`config.mk`:
```
export PLATFORM = sky130hd
export DESIGN_NAME = instr_dispatch
export DESIGN_NICKNAME = d
export VERILOG_FILES = /design/src/rtl/instr_dispatch.sv
export SDC_FILE = /design/constraint.sdc
export NUM_CORES = 1
export LEC_CHECK = 0
export CAP_MARGIN = 25
export CORE_MARGIN = 2
export CORE_UTILIZATION = 49
export CTS_CLUSTER_SIZE = 40
export DETAILED_ROUTE_END_ITERATION = 8
export PLACE_DENSITY_LB_ADDON = 0.12
export SYNTH_ARGS = -nofsm -noshare
export SYNTH_HDL_FRONTEND = slang
export SYNTH_SLANG_ARGS = --single-unit
```
`constraint.sdc`:
```
create_clock -name clk -period 9.1 [get_ports clk]
set_input_delay 0.91 -clock clk [delete_from_list [all_inputs] [get_ports clk]]
set_output_delay 0.91 -clock clk [all_outputs]
set_load 0.1 [all_outputs]
```
`src/rtl/instr_dispatch.sv`:
```
// instr_dispatch -- instruction queue feeding a single-issue dispatcher.
// Each queued opcode becomes a fetch command, a compute config, a vreg
// update, a hold, or an end marker; one command is in flight at a time.
// Optional feature: define INSTR_DISPATCH_PERF_EN to add the stall_cycles
// and issue_count saturating performance counters.
module instr_dispatch #(
  parameter  int INSTR_W    = 64,
  parameter  int FIFO_DEPTH = 8,
  parameter  int N_CH       = 4,
  localparam int CH_W       = $clog2(N_CH),
  localparam int PTR_W      = $clog2(FIFO_DEPTH),
  localparam int LVL_W      = PTR_W + 1
) (
  input  logic               clk,
  input  logic               rst,
  input  logic [INSTR_W-1:0] instr_in,
  input  logic               instr_valid,
  output logic               instr_ready,
  output logic [N_CH-1:0]    fetch_valid,
  input  logic [N_CH-1:0]    fetch_ready,
  output logic [15:0]        fetch_src,
  output logic [7:0]         fetch_dst,
  output logic [7:0]         fetch_mem_sel,
  output logic [7:0]         fetch_count,
  output logic               cfg_valid,
  input  logic               cfg_ready,
  output logic [3:0]         cfg_kernel,
  output logic [7:0]         cfg_fsize,
  output logic [2:0]         cfg_flags,
  output logic               vreg_enable,
  output logic               vreg_select,
  input  logic               resume,
  output logic               exe_done,
  output logic               illegal,
  output logic [LVL_W-1:0]   q_level
`ifdef INSTR_DISPATCH_PERF_EN
  ,
  output logic [31:0]        stall_cycles,
  output logic [31:0]        issue_count
`endif
);

  localparam logic [7:0] OP_NOP     = 8'h00;
  localparam logic [7:0] OP_FETCH_A = 8'h02;
  localparam logic [7:0] OP_FETCH_B = 8'h04;
  localparam logic [7:0] OP_VREG    = 8'h40;
  localparam logic [7:0] OP_HOLD    = 8'h44;
  localparam logic [7:0] OP_CFG     = 8'h81;
  localparam logic [7:0] OP_END     = 8'h82;

  typedef enum logic [2:0] {IDLE, ISSUE, WAIT_F, WAIT_C, HOLD, DONE} state_t;

  state_t             state, state_nx;
  logic [INSTR_W-1:0] mem [FIFO_DEPTH];
  logic [PTR_W-1:0]   wr_ptr, rd_ptr;
  logic [LVL_W-1:0]   count;
  logic               full, push, pop;
  logic [CH_W-1:0]    ch_q;

  assign full        = (count == LVL_W'(FIFO_DEPTH));
  assign pop         = (state == ISSUE);
  // A pop in the same cycle frees a slot, so a full queue may still accept.
  assign instr_ready = !full || pop;
  assign push        = instr_valid && instr_ready;
  assign q_level     = count;

  // Head decode: opcode in the top byte, F1..F7 in the byte lanes below.
  logic [INSTR_W-1:0] head;
  logic [7:0]         opcode, f1, f2, f3, f4, f5, f6, f7;
  logic               is_fetch, is_bad, unused_bits;

  assign head     = mem[rd_ptr];
  assign opcode   = head[INSTR_W-1  -: 8];
  assign f1       = head[INSTR_W-9  -: 8];
  assign f2       = head[INSTR_W-17 -: 8];
  assign f3       = head[INSTR_W-25 -: 8];
  assign f4       = head[INSTR_W-33 -: 8];
  assign f5       = head[INSTR_W-41 -: 8];
  assign f6       = head[INSTR_W-49 -: 8];
  assign f7       = head[INSTR_W-57 -: 8];
  assign is_fetch = (opcode == OP_FETCH_A) || (opcode == OP_FETCH_B);
  assign is_bad   = !(opcode inside {OP_NOP, OP_FETCH_A, OP_FETCH_B, OP_VREG,
                                     OP_HOLD, OP_CFG, OP_END});
  assign unused_bits = ^{head, f1, f4, f5, f6};

  // Queue storage, written on every accepted push.
  // NOTE: the storage array has no reset; occupancy is tracked by count and
  // the pointers, so stale entries are never read as valid.
  always_ff @(posedge clk) begin
    if (push) mem[wr_ptr] <= instr_in;
  end

  // Queue pointers and occupancy; pointers wrap since depth is a power of two.
  // NOTE: all clocked state uses non-blocking assignments so every flop
  // samples pre-edge values regardless of statement order.
  always_ff @(posedge clk) begin
    if (rst) begin
      wr_ptr <= '0;
      rd_ptr <= '0;
      count  <= '0;
    end else begin
      if (push) wr_ptr <= wr_ptr + PTR_W'(1);
      if (pop)  rd_ptr <= rd_ptr + PTR_W'(1);
      if (push && !pop)      count <= count + LVL_W'(1);
      else if (pop && !push) count <= count - LVL_W'(1);
    end
  end

  // FSM state register.
  always_ff @(posedge clk) begin
    if (rst) state <= IDLE;
    else     state <= state_nx;
  end

  // FSM next-state: pick the wait state from the head opcode, leave on handshake.
  // NOTE: state_nx gets a default before the case so no path infers a latch.
  always_comb begin
    state_nx = state;
    case (state)
      IDLE:   if (count != '0) state_nx = ISSUE;
      ISSUE: begin
        if (is_fetch)                 state_nx = WAIT_F;
        else if (opcode == OP_CFG)    state_nx = WAIT_C;
        else if (opcode == OP_HOLD)   state_nx = HOLD;
        else if (opcode == OP_END)    state_nx = DONE;
        else                          state_nx = IDLE;
      end
      WAIT_F: if (fetch_ready[ch_q]) state_nx = IDLE;
      WAIT_C: if (cfg_ready)         state_nx = IDLE;
      HOLD:   if (resume)            state_nx = IDLE;
      DONE:                          state_nx = DONE;
      default:                       state_nx = IDLE;
    endcase
  end

  // FSM outputs: handshake valids follow directly from the wait states.
  always_comb begin
    fetch_valid = '0;
    cfg_valid   = 1'b0;
    if (state == WAIT_F) fetch_valid[ch_q] = 1'b1;
    if (state == WAIT_C) cfg_valid = 1'b1;
  end

  // Command fields and side-effect flags, captured as the head is issued;
  // they stay stable for the whole time the matching valid is high.
  always_ff @(posedge clk) begin
    if (rst) begin
      ch_q          <= '0;
      fetch_src     <= '0;
      fetch_dst     <= '0;
      fetch_mem_sel <= '0;
      fetch_count   <= '0;
      cfg_kernel    <= '0;
      cfg_fsize     <= '0;
      cfg_flags     <= '0;
      vreg_enable   <= 1'b0;
      vreg_select   <= 1'b0;
      exe_done      <= 1'b0;
      illegal       <= 1'b0;
    end else begin
      illegal <= pop && is_bad;
      if (pop) begin
        if (is_fetch) begin
          ch_q          <= f1[CH_W-1:0];
          fetch_src     <= {f2, f3};
          fetch_dst     <= {f4[3:0], f5[3:0]};
          fetch_mem_sel <= f6;
          fetch_count   <= f7;
        end
        if (opcode == OP_CFG) begin
          cfg_kernel <= f3[3:0];
          cfg_fsize  <= f2;
          cfg_flags  <= {f6[0], f4[0], f1[0]};
        end
        if (opcode == OP_VREG) begin
          vreg_enable <= f1[0];
          vreg_select <= f2[0];
        end
        if (opcode == OP_END) exe_done <= 1'b1;
      end
    end
  end

`ifdef INSTR_DISPATCH_PERF_EN
  logic stalled;
  assign stalled = state inside {WAIT_F, WAIT_C, HOLD};

  // Saturating stall-cycle and issued-instruction counters.
  always_ff @(posedge clk) begin
    if (rst) begin
      stall_cycles <= '0;
      issue_count  <= '0;
    end else begin
      if (stalled && stall_cycles != '1) stall_cycles <= stall_cycles + 32'd1;
      if (pop && issue_count != '1)      issue_count  <= issue_count + 32'd1;
    end
  end
`endif

endmodule

```
==> results.sh, run 1 <==
export IMPL_die_x_um=197
export IMPL_cts_setup_buffers=0
export IMPL_port_buffers=127
export IMPL_worstSetupStartpointType="flip-flop"
export IMPL_outcome="finished clean"
export IMPL_crit_chain="buf_4 -> nand2_1 -> or3b_2 -> o2111ai_1 -> nor4b_4 -> buf_4 -> and2_2 -> buf_4 -> a211oi_1"
export IMPL_stdcell_count=1639
export IMPL_gp_congestion=0.729
export IMPL_post_place_ws_ns=4.43
export IMPL_grt_busiest_layer="met2"
export IMPL_critPathCapture="fetch_src[6]"
export IMPL_final_common_cell="edfxtp_1"
export IMPL_antenna_found_initial=1
export IMPL_peakVddDrop_uv=123
export IMPL_cts_path_max_buffers=3
export IMPL_start_util=0.498
export IMPL_synth_edf_count=400
export IMPL_drc=0
export IMPL_maxCapViolations=0
export IMPL_syn_num_nets=1066
export IMPL_clk_latency_ns=0.56
export IMPL_cts_tree="done"
export IMPL_syn_cell_area_mm2=0.0183
export IMPL_viasPerCell=5.73
export IMPL_ys_ff_latch=477
export IMPL_power_density_mw_per_mm2=256
export IMPL_netlist_top_cells_area="edfxtp_1 66%, mux4_2 11%, dfxtp_1 8.4%"
export IMPL_synthArstFlopShare=0
export IMPL_die_area_mm2=0.0388
export IMPL_critPathMaxFanout=44
export IMPL_ios=142
export IMPL_max_freq_mhz=218
export IMPL_yosys_warnings=0
export IMPL_relSlewSlack=0.316
export IMPL_seq_area_frac_synth=0.742
export IMPL_synthCells=987
export IMPL_p_leak_nw=7.05
export IMPL_drive_above_1_share=0.200
export IMPL_report_final_slew_viol_count=0
export IMPL_final_core_util=0.590
export IMPL_drt_wl_total_um=38800
export IMPL_grt_start_max_net_pins=84
export IMPL_htree_levels=2
export IMPL_min_period_ns=4.59
export IMPL_critical_path_max_stage_delay_ns=0.76
export IMPL_cp_slowest_cell="buf_4"
export IMPL_arrival_ns=5.00
export IMPL_placed_cells=1546
export IMPL_setup_ws_ns=4.51
export IMPL_post_route_period_util=0.504
export IMPL_yosys_cell_types_count=51
export IMPL_nNetsFinal=1210
export IMPL_grt_pass1_wl_um=58400
export IMPL_setup_viol=0
export IMPL_clk_pin_slew_worst_paths_ns=0.06
export IMPL_drtPass1Iterations=4
export IMPL_worstSetupPathType="reg2reg"
export IMPL_grt_total_usage=0.203
export IMPL_cp_common_cell="buf_4"
export IMPL_synth_top_area_cell="edfxtp_1"
export IMPL_rows=70
export IMPL_coreArea_mm2=0.0367
export IMPL_grt_overflow=0
export IMPL_synthFlopType="edfxtp_1"
export IMPL_drt_initial_drc_count=668
export IMPL_grt_met2_usage=0.334
export IMPL_crit_path_end_kind="flip-flop"
export IMPL_hpwlAfterDp_um=19600
export IMPL_met3_usage=0.0381
export IMPL_worstHoldPathType="reg2reg"
export IMPL_diodes=0
export IMPL_mostFrequentLayoutCells="400 x edfxtp_1, 126 x clkdlybuf4s50_1, 92 x mux4_2"
export IMPL_postCtsResizedCells=0
export IMPL_worst_pin_slew_ns=1.02
export IMPL_syn_to_final_growth_pct=18.6
export IMPL_hold_viol=0
export IMPL_fp_dieH_um=197
export IMPL_rr_worst_depth=9
export IMPL_reg2reg_to="fetch_src[6]"
export IMPL_cts_sinks=477
export IMPL_fin_tns_setup_ns=0
export IMPL_wl_per_cell_um=23.7
export IMPL_grt_pass1_vias=9648
export IMPL_cp_data_required_time_ns=9.51
export IMPL_synth_top_cell_area_share=0.657
export IMPL_grt_use_met1=0.283
export IMPL_cts_buffers_inserted=48
export IMPL_skew_ns=0.0253
export IMPL_rsz0062_at_grt="no"
export IMPL_vias=9388
export IMPL_hold_buffers=0
export IMPL_r2r_setup_slack_ns=4.51
export IMPL_syn_avg_cell_area_um2=18.5
export IMPL_cts_root_buf="clkbuf_16"
export IMPL_ant_nets=0
export IMPL_fillers=2710
cells in the mapped netlist (4+ instances only):
cell / instances
edfxtp_1: 400
mux4_2: 92
dfxtp_1: 77
a21oi_1: 50
nand2_1: 45
mux2i_1: 35
a211oi_1: 28
clkbuf_1: 25
nor2_1: 25
mux2_2: 22
nand2b_1: 22
nor2b_1: 20
nand3_1: 18
o21ai_1: 15
buf_2: 14
nor3_1: 13
buf_4: 10
o21ai_0: 8
inv_1: 7
buf_1: 6
ha_1: 5
xnor2_1: 5
nor3b_1: 4
worst max-delay path, delay by kind of cell (launching register included):
kind / cells / cell delay [ns]
buffers and inverters: 3 / 1.90
AOI/OAI and AO/OA: 2 / 0.35
and+or+nand+nor: 4 / 1.38
DFF: 1 / 0.75
registers in the layout, summed over array words and instances (netlist names), 4 cells and up, named ones only:
signal / flops
fetch_src: 16
fetch_mem_sel: 8
cfg_fsize: 8
fetch_dst: 8
cfg_kernel: 4
q_level: 4
mem: 400
fetch_count: 8
stage by stage:
stage               power [mW]  hold slack, ns  area, um^2
detailed placement        3.70           0.459       20100
CTS                       5.59           0.475       21600
floorplan                 3.43           0.454       18300
global placement          3.68           0.456       20100
finish                    5.54           0.474       21700
global route              5.77           0.492       21700
area by class of cell:
class | instances | area, um^2 | share of cell area
Clock buffer | 69 | 1380 | 0.0638
Clock inverter | 21 | 164 | 0.00757
Inverter | 8 | 30.0 | 0.00139
Multi-Input combinational cell | 446 | 4470 | 0.206
Sequential cell | 477 | 13600 | 0.626
Tap cell | 468 | 586 | 0.0270
Timing Repair Buffer | 150 | 1470 | 0.0679
cell families after synthesis:
family                   Yosys count  synth area share
adder cells (fa/ha/maj)            6           0.00452
multiplexers                     151             0.148
AO/OA/AOI/OAI                    115            0.0374
AND/OR/NAND/NOR                  166            0.0477
buffers and inverters             64            0.0166
flip-flops                       477             0.742
XOR/XNOR                           8           0.00383
worst min path at each step:
stage / from / end / slack (ns) / cells after the start
finish: fetch_dst[4] / fetch_dst[4] / 0.47 / 2
global route: fetch_dst[4] / fetch_dst[4] / 0.49 / 2
CTS: fetch_dst[4] / fetch_dst[4] / 0.48 / 2
detailed placement: fetch_src[13] / fetch_src[13] / 0.46 / 2
global placement: fetch_src[15] / fetch_src[15] / 0.46 / 2
floorplan: rd_ptr[1] / flip-flop / 0.45 / 2
per-layer routing:
| metal | vias to the layer above | share of wire |
|---|---|---|
| li1 | 4226 | - |
| met1 | 4875 | 0.45 |
| met2 | 237 | 0.48 |
| met3 | 48 | 0.053 |
| met4 | 2 | 0.015 |
| met5 | - | 0.00028 |
power by group:
part	switching (mW)	total [mW]	internal (mW)
clock	0.788	1.90	1.11
combinational	0.562	1.04	0.479
sequential	0.100	2.59	2.49
Note: power is estimated with default switching activity, not from simulation.
==> run 2, diff against run 1 <==
==> constraint.sdc (replaced) <==
create_clock -name clk -period 3.95 [get_ports clk]
set_input_delay 0.395 -clock clk [delete_from_list [all_inputs] [get_ports clk]]
set_output_delay 0.395 -clock clk [all_outputs]
set_load 0.1 [all_outputs]
==> run 2 against run 1 <==
Compared with the run above:
- via count increased by 0.42%
- die area unchanged
- utilization increased by 0.84 points
- largest power group unchanged
- clock skew decreased by 0.011 ns
- sequential share of layout area decreased by 0.86 points
==> results.sh, run 2 (synthesis results as in run 1) <==
export IMPL_outcome="finished clean"
export IMPL_cts_sinks=477
export IMPL_skew_ns=0.0148
export IMPL_fin_tns_setup_ns=0
export IMPL_report_final_slew_viol_count=0
export IMPL_worst_pin_slew_ns=0.992
export IMPL_cp_slowest_cell="nor3_4"
export IMPL_grt_start_max_net_pins=62
export IMPL_setup_viol=0
export IMPL_drive_above_1_share=0.210
export IMPL_drt_wl_total_um=39000
export IMPL_start_util=0.498
export IMPL_mostFrequentLayoutCells="400 x edfxtp_1, 125 x clkdlybuf4s50_1, 92 x mux4_2"
export IMPL_drt_initial_drc_count=564
export IMPL_htree_levels=2
export IMPL_max_freq_mhz=307
export IMPL_hpwlAfterDp_um=21300
export IMPL_cts_tree="done"
export IMPL_cts_setup_buffers=0
export IMPL_critPathMaxFanout=36
export IMPL_power_total_mw=13.3
export IMPL_crit_family="simple AND/OR/NAND/NOR gates"
export IMPL_worstHoldPathType="in2reg"
export IMPL_maxCapViolations=0
export IMPL_rows=70
export IMPL_grt_pass1_vias=9684
export IMPL_final_common_cell="edfxtp_1"
export IMPL_relSlewSlack=0.337
export IMPL_grt_total_usage=0.206
export IMPL_largestRegisters="mem (400), fetch_src (16)"
export IMPL_cts_root_buf="clkbuf_16"
export IMPL_largest_reg_flops=400
export IMPL_ant_nets=0
export IMPL_gp_congestion=0.780
export IMPL_post_route_period_util=0.825
export IMPL_peakVddDrop_uv=364
export IMPL_hold_buffers=0
export IMPL_vias=9427
export IMPL_worstSetupPathType="reg2reg"
export IMPL_viasPerCell=5.73
export IMPL_clk_pin_slew_worst_paths_ns=0.06
export IMPL_p_leak_nw=7.15
export IMPL_min_period_ns=3.26
export IMPL_ios=142
export IMPL_final_core_util=0.599
export IMPL_cts_buffers_inserted=48
export IMPL_cp_data_required_time_ns=4.14
export IMPL_cts_path_max_buffers=3
export IMPL_antenna_found_initial=3
export IMPL_wl_per_cell_um=23.7
export IMPL_port_buffers=127
export IMPL_regMostFlops="mem"
export IMPL_power_density_mw_per_mm2=603
export IMPL_arrival_ns=3.45
export IMPL_grt_pass1_wl_um=59300
export IMPL_grt_overflow=0
export IMPL_coreArea_mm2=0.0367
export IMPL_critical_path_max_stage_delay_ns=0.85
export IMPL_crit_chain="nor3b_2 -> or3b_2 -> nand2_1 -> inv_1 -> nand2_1 -> nor3_4 -> buf_4"
export IMPL_postCtsResizedCells=0
export IMPL_clk_latency_ns=0.57
export IMPL_syn_to_final_growth_pct=20.3
export IMPL_hold_viol=0
export IMPL_nNetsFinal=1214
export IMPL_fp_dieH_um=197
export IMPL_crit_path_end_kind="flip-flop"
export IMPL_worstSetupStartpointType="flip-flop"
export IMPL_drtPass1Iterations=5
export IMPL_die_area_mm2=0.0388
export IMPL_cp_common_cell="nand2_1"
export IMPL_crit_buf_inv=2
export IMPL_rsz0062_at_grt="no"
export IMPL_die_x_um=197
export IMPL_drc=0
-- run 2: cell count changes in the layout (fill, tap and decap cells not counted), moves of 4 or more --
cell,previous run,this run
nor3_4,0,4
nor3_2,5,1
bufinv_16,2,9
clkbuf_1,13,8
buf_12,0,8
-- run 2: final timing paths --
kind                              startpoint            to  slack, ns  cells past startpoint
worst min-delay path                     rst     rd_ptr[0]       0.41                      2
worst min register to register  fetch_src[1]  fetch_src[1]       0.46                      2
worst max-delay path                state[0]     mem[4][5]       0.69                      7
worst max register to register      state[0]     mem[4][5]       0.69                      7
-- run 2: per-stage QoR --
step	hold slack, ns	std cells	setup WS [ns]	cell area, um^2
after CTS	0.382	1642	0.659	22000
final	0.413	1644	0.689	22000
after floorplan	0.454	987	-0.252	18300
after detailed placement	0.454	1553	0.673	20300
after global routing	0.418	1643	0.488	22000
after global placement	0.456	1552	0.702	20200
-- run 2: per-layer routing --
metal / track usage / part of all wire / vias to the layer above
li1: - / - / 4248
met1: 0.294 / 0.45 / 4883
met2: 0.335 / 0.48 / 237
met3: 0.0331 / 0.050 / 57
met4: 0.0551 / 0.019 / 2
met5: 0 / 0.00031 / -
-- run 2: cell type report --
type / instances / area [um^2]
Antenna cell: 2 / 5.00
Clock buffer: 62 / 1310
Clock inverter: 27 / 400
Fill cell: 2682 / 14700
Inverter: 8 / 30.0
Multi-Input combinational cell: 446 / 4500
Sequential cell: 477 / 13600
Tap cell: 468 / 586
Timing Repair Buffer: 154 / 1570
-- run 2: where the power goes --
part / internal [mW] / switching, mW
Sequential: 5.74 / 0.139
Clock: 2.95 / 1.89
Combinational: 1.12 / 1.41
Total: 9.82 / 3.44
==> run 3, diff against run 2 <==
==> constraint.sdc (replaced) <==
create_clock -name clk -period 2.75 [get_ports clk]
set_input_delay 0.275 -clock clk [delete_from_list [all_inputs] [get_ports clk]]
set_output_delay 0.275 -clock clk [all_outputs]
set_load 0.1 [all_outputs]
==> run 3 against run 2 <==
Compared with the run above:
- cell area barely moved
- fmax increased by 24%
- sequential share of layout area hardly changed
- largest cell class unchanged
==> results.sh, run 3 (synthesis results as in run 1) <==
export IMPL_outcome="finished clean"
export IMPL_p_leak_nw=7.38
export IMPL_skew_ns=0.0213
export IMPL_grt_total_usage=0.200
export IMPL_final_common_cell="edfxtp_1"
export IMPL_post_place_ws_ns=0.0289
export IMPL_worstSetupPathType="reg2reg"
export IMPL_drive_above_1_share=0.283
export IMPL_fillers=2734
export IMPL_rr_worst_depth=12
export IMPL_relSlewSlack=0.342
export IMPL_clk_pin_slew_worst_paths_ns=0.06
export IMPL_cts_root_buf="clkbuf_16"
export IMPL_vias=9391
export IMPL_drtPass1Iterations=6
export IMPL_worst_pin_slew_ns=0.987
export IMPL_cts_buffers_inserted=49
export IMPL_r2r_start="q_level[0]"
export IMPL_arrival_ns=3.11
export IMPL_largest_reg_flops=400
export IMPL_power_density_mw_per_mm2=848
export IMPL_worstSetupStartpointType="flip-flop"
export IMPL_setup_ws_ns=0.113
export IMPL_ios=142
export IMPL_ant_nets=0
export IMPL_htree_levels=2
export IMPL_fp_dieH_um=197
export IMPL_crit_path_end_kind="flip-flop"
export IMPL_grt_pass1_wl_um=58000
export IMPL_dpl_instance_area_mm2=0.0204
export IMPL_drt_wl_total_um=38200
export IMPL_hold_viol=0
export IMPL_die_x_um=197
export IMPL_r2r_setup_slack_ns=0.11
export IMPL_worstHoldPathType="in2reg"
export IMPL_viasPerCell=5.63
export IMPL_rsz0062_at_grt="no"
export IMPL_diodes=0
export IMPL_hold_depth=2
export IMPL_max_freq_mhz=379
export IMPL_maxCapViolations=0
export IMPL_die_area_mm2=0.0388
export IMPL_hold_start="rst"
export IMPL_cts_sinks=477
export IMPL_drc=0
export IMPL_hpwlAfterDp_um=21600
export IMPL_coreArea_mm2=0.0367
export IMPL_regMostFlops="mem"
export IMPL_hold_buffers=0
export IMPL_largestRegisters="mem (400), fetch_src (16)"
export IMPL_fin_tns_setup_ns=0
export IMPL_post_route_period_util=0.959
export IMPL_grt_overflow=0
export IMPL_nNetsFinal=1240
export IMPL_syn_to_final_growth_pct=20.3
export IMPL_reg2reg_to="q_level[3]"
export IMPL_grt_pass1_vias=9645
export IMPL_cts_path_max_buffers=3
export IMPL_cts_tree="done"
export IMPL_critPathMaxFanout=3
export IMPL_gp_congestion=0.760
export IMPL_port_buffers=127
export IMPL_rows=70
export IMPL_antenna_found_initial=2
export IMPL_min_period_ns=2.64
export IMPL_grt_start_max_net_pins=78
export IMPL_cp_data_required_time_ns=3.22
export IMPL_drt_initial_drc_count=518
export IMPL_setup_viol=0
export IMPL_peakVddDrop_uv=534
export IMPL_clk_latency_ns=0.56
export IMPL_fin_area_mm2=0.0220
export IMPL_start_util=0.498
export IMPL_mostFrequentLayoutCells="400 x edfxtp_1, 108 x buf_4, 92 x mux4_2"
export IMPL_wl_per_cell_um=22.9
export IMPL_report_final_slew_viol_count=0
export IMPL_holdPathEnd="wr_ptr[0]"
## run 3: cell count changes in the layout (fill, tap and decap cells not counted), moves of 3 or more
| cell | previous run | this run |
|---|---|---|
| clkinv_2 | 10 | 5 |
| clkinv_1 | 3 | 10 |
| buf_4 | 21 | 108 |
| clkdlybuf4s50_1 | 125 | 57 |
| clkbuf_1 | 8 | 15 |
| bufinv_16 | 9 | 4 |
| dfxtp_4 | 2 | 5 |
| buf_12 | 8 | 13 |
## run 3: area by class of cell
class / count / area, um^2 / area share
timing repair buffer: 179 / 1650 / 0.0752
sequential: 477 / 13600 / 0.618
clock buffer: 68 / 1340 / 0.0609
tap: 468 / 586 / 0.0266
inverter: 8 / 32.5 / 0.00148
clock inverter: 22 / 209 / 0.00951
multi-input combinational: 446 / 4580 / 0.209
## run 3: per-stage QoR
stage,power [mW],std cells,util,hold slack (ns)
3_3_place_gp,12.4,1575,0.555,0.457
4_1_cts,18.8,1665,0.597,0.358
6_report,18.6,1668,0.599,0.374
3_5_place_dp,12.5,1575,0.555,0.456
2_1_floorplan,11.4,987,-,0.374
5_1_grt,19.4,1668,0.599,0.383
## run 3: what timing repair did
item / in CTS / in global routing
endpoints found under the setup margin: 0 / 42
resized for setup: 0 / 6
setup buffers: 0 / 2
## run 3: power by group
part / switching [mW] / leakage [nW] / internal (mW) / total [mW]
Clock: 2.60 / 0.755 / 3.76 / 6.36
Sequential: 0.173 / 4.26 / 8.26 / 8.43
Combinational: 2.07 / 2.37 / 1.77 / 3.84
Total: 4.84 / 7.38 / 13.8 / 18.6
## run 3: worst max path at each step
stage               slack [ns]       start  cells past startpoint    endpoint
detailed placement        0.03  q_level[0]                     12  q_level[3]
global placement          0.03  q_level[0]                     12  q_level[3]
floorplan                -0.52  q_level[0]                      4   mem[0][0]
finish                    0.11  q_level[0]                     12  q_level[3]
CTS                       0.01  q_level[0]                     12  q_level[3]
global route             0.009  q_level[0]                     12  q_level[3]
## run 3: routing by layer
layer / routed length, um / part of all wire / track usage
met4: 580 / 0.015 / 0.0471
met3: 1780 / 0.046 / 0.0348
met2: 18900 / 0.50 / 0.338
met5: 24 / 0.00063 / 0
met1: 16900 / 0.44 / 0.275
## run 3: worst max-delay path: stages (launching register included)
cell and delay [ns]:
dfxtp_4 0.33, or3_4 0.39, or3b_4 0.42, nand2_8 0.09, inv_4 0.05, ha_4 0.16, inv_2 0.07, ha_1 0.22
a21o_1 0.18, a21oi_2 0.12, xnor2_1 0.09, or3_1 0.30, a21oi_1 0.12
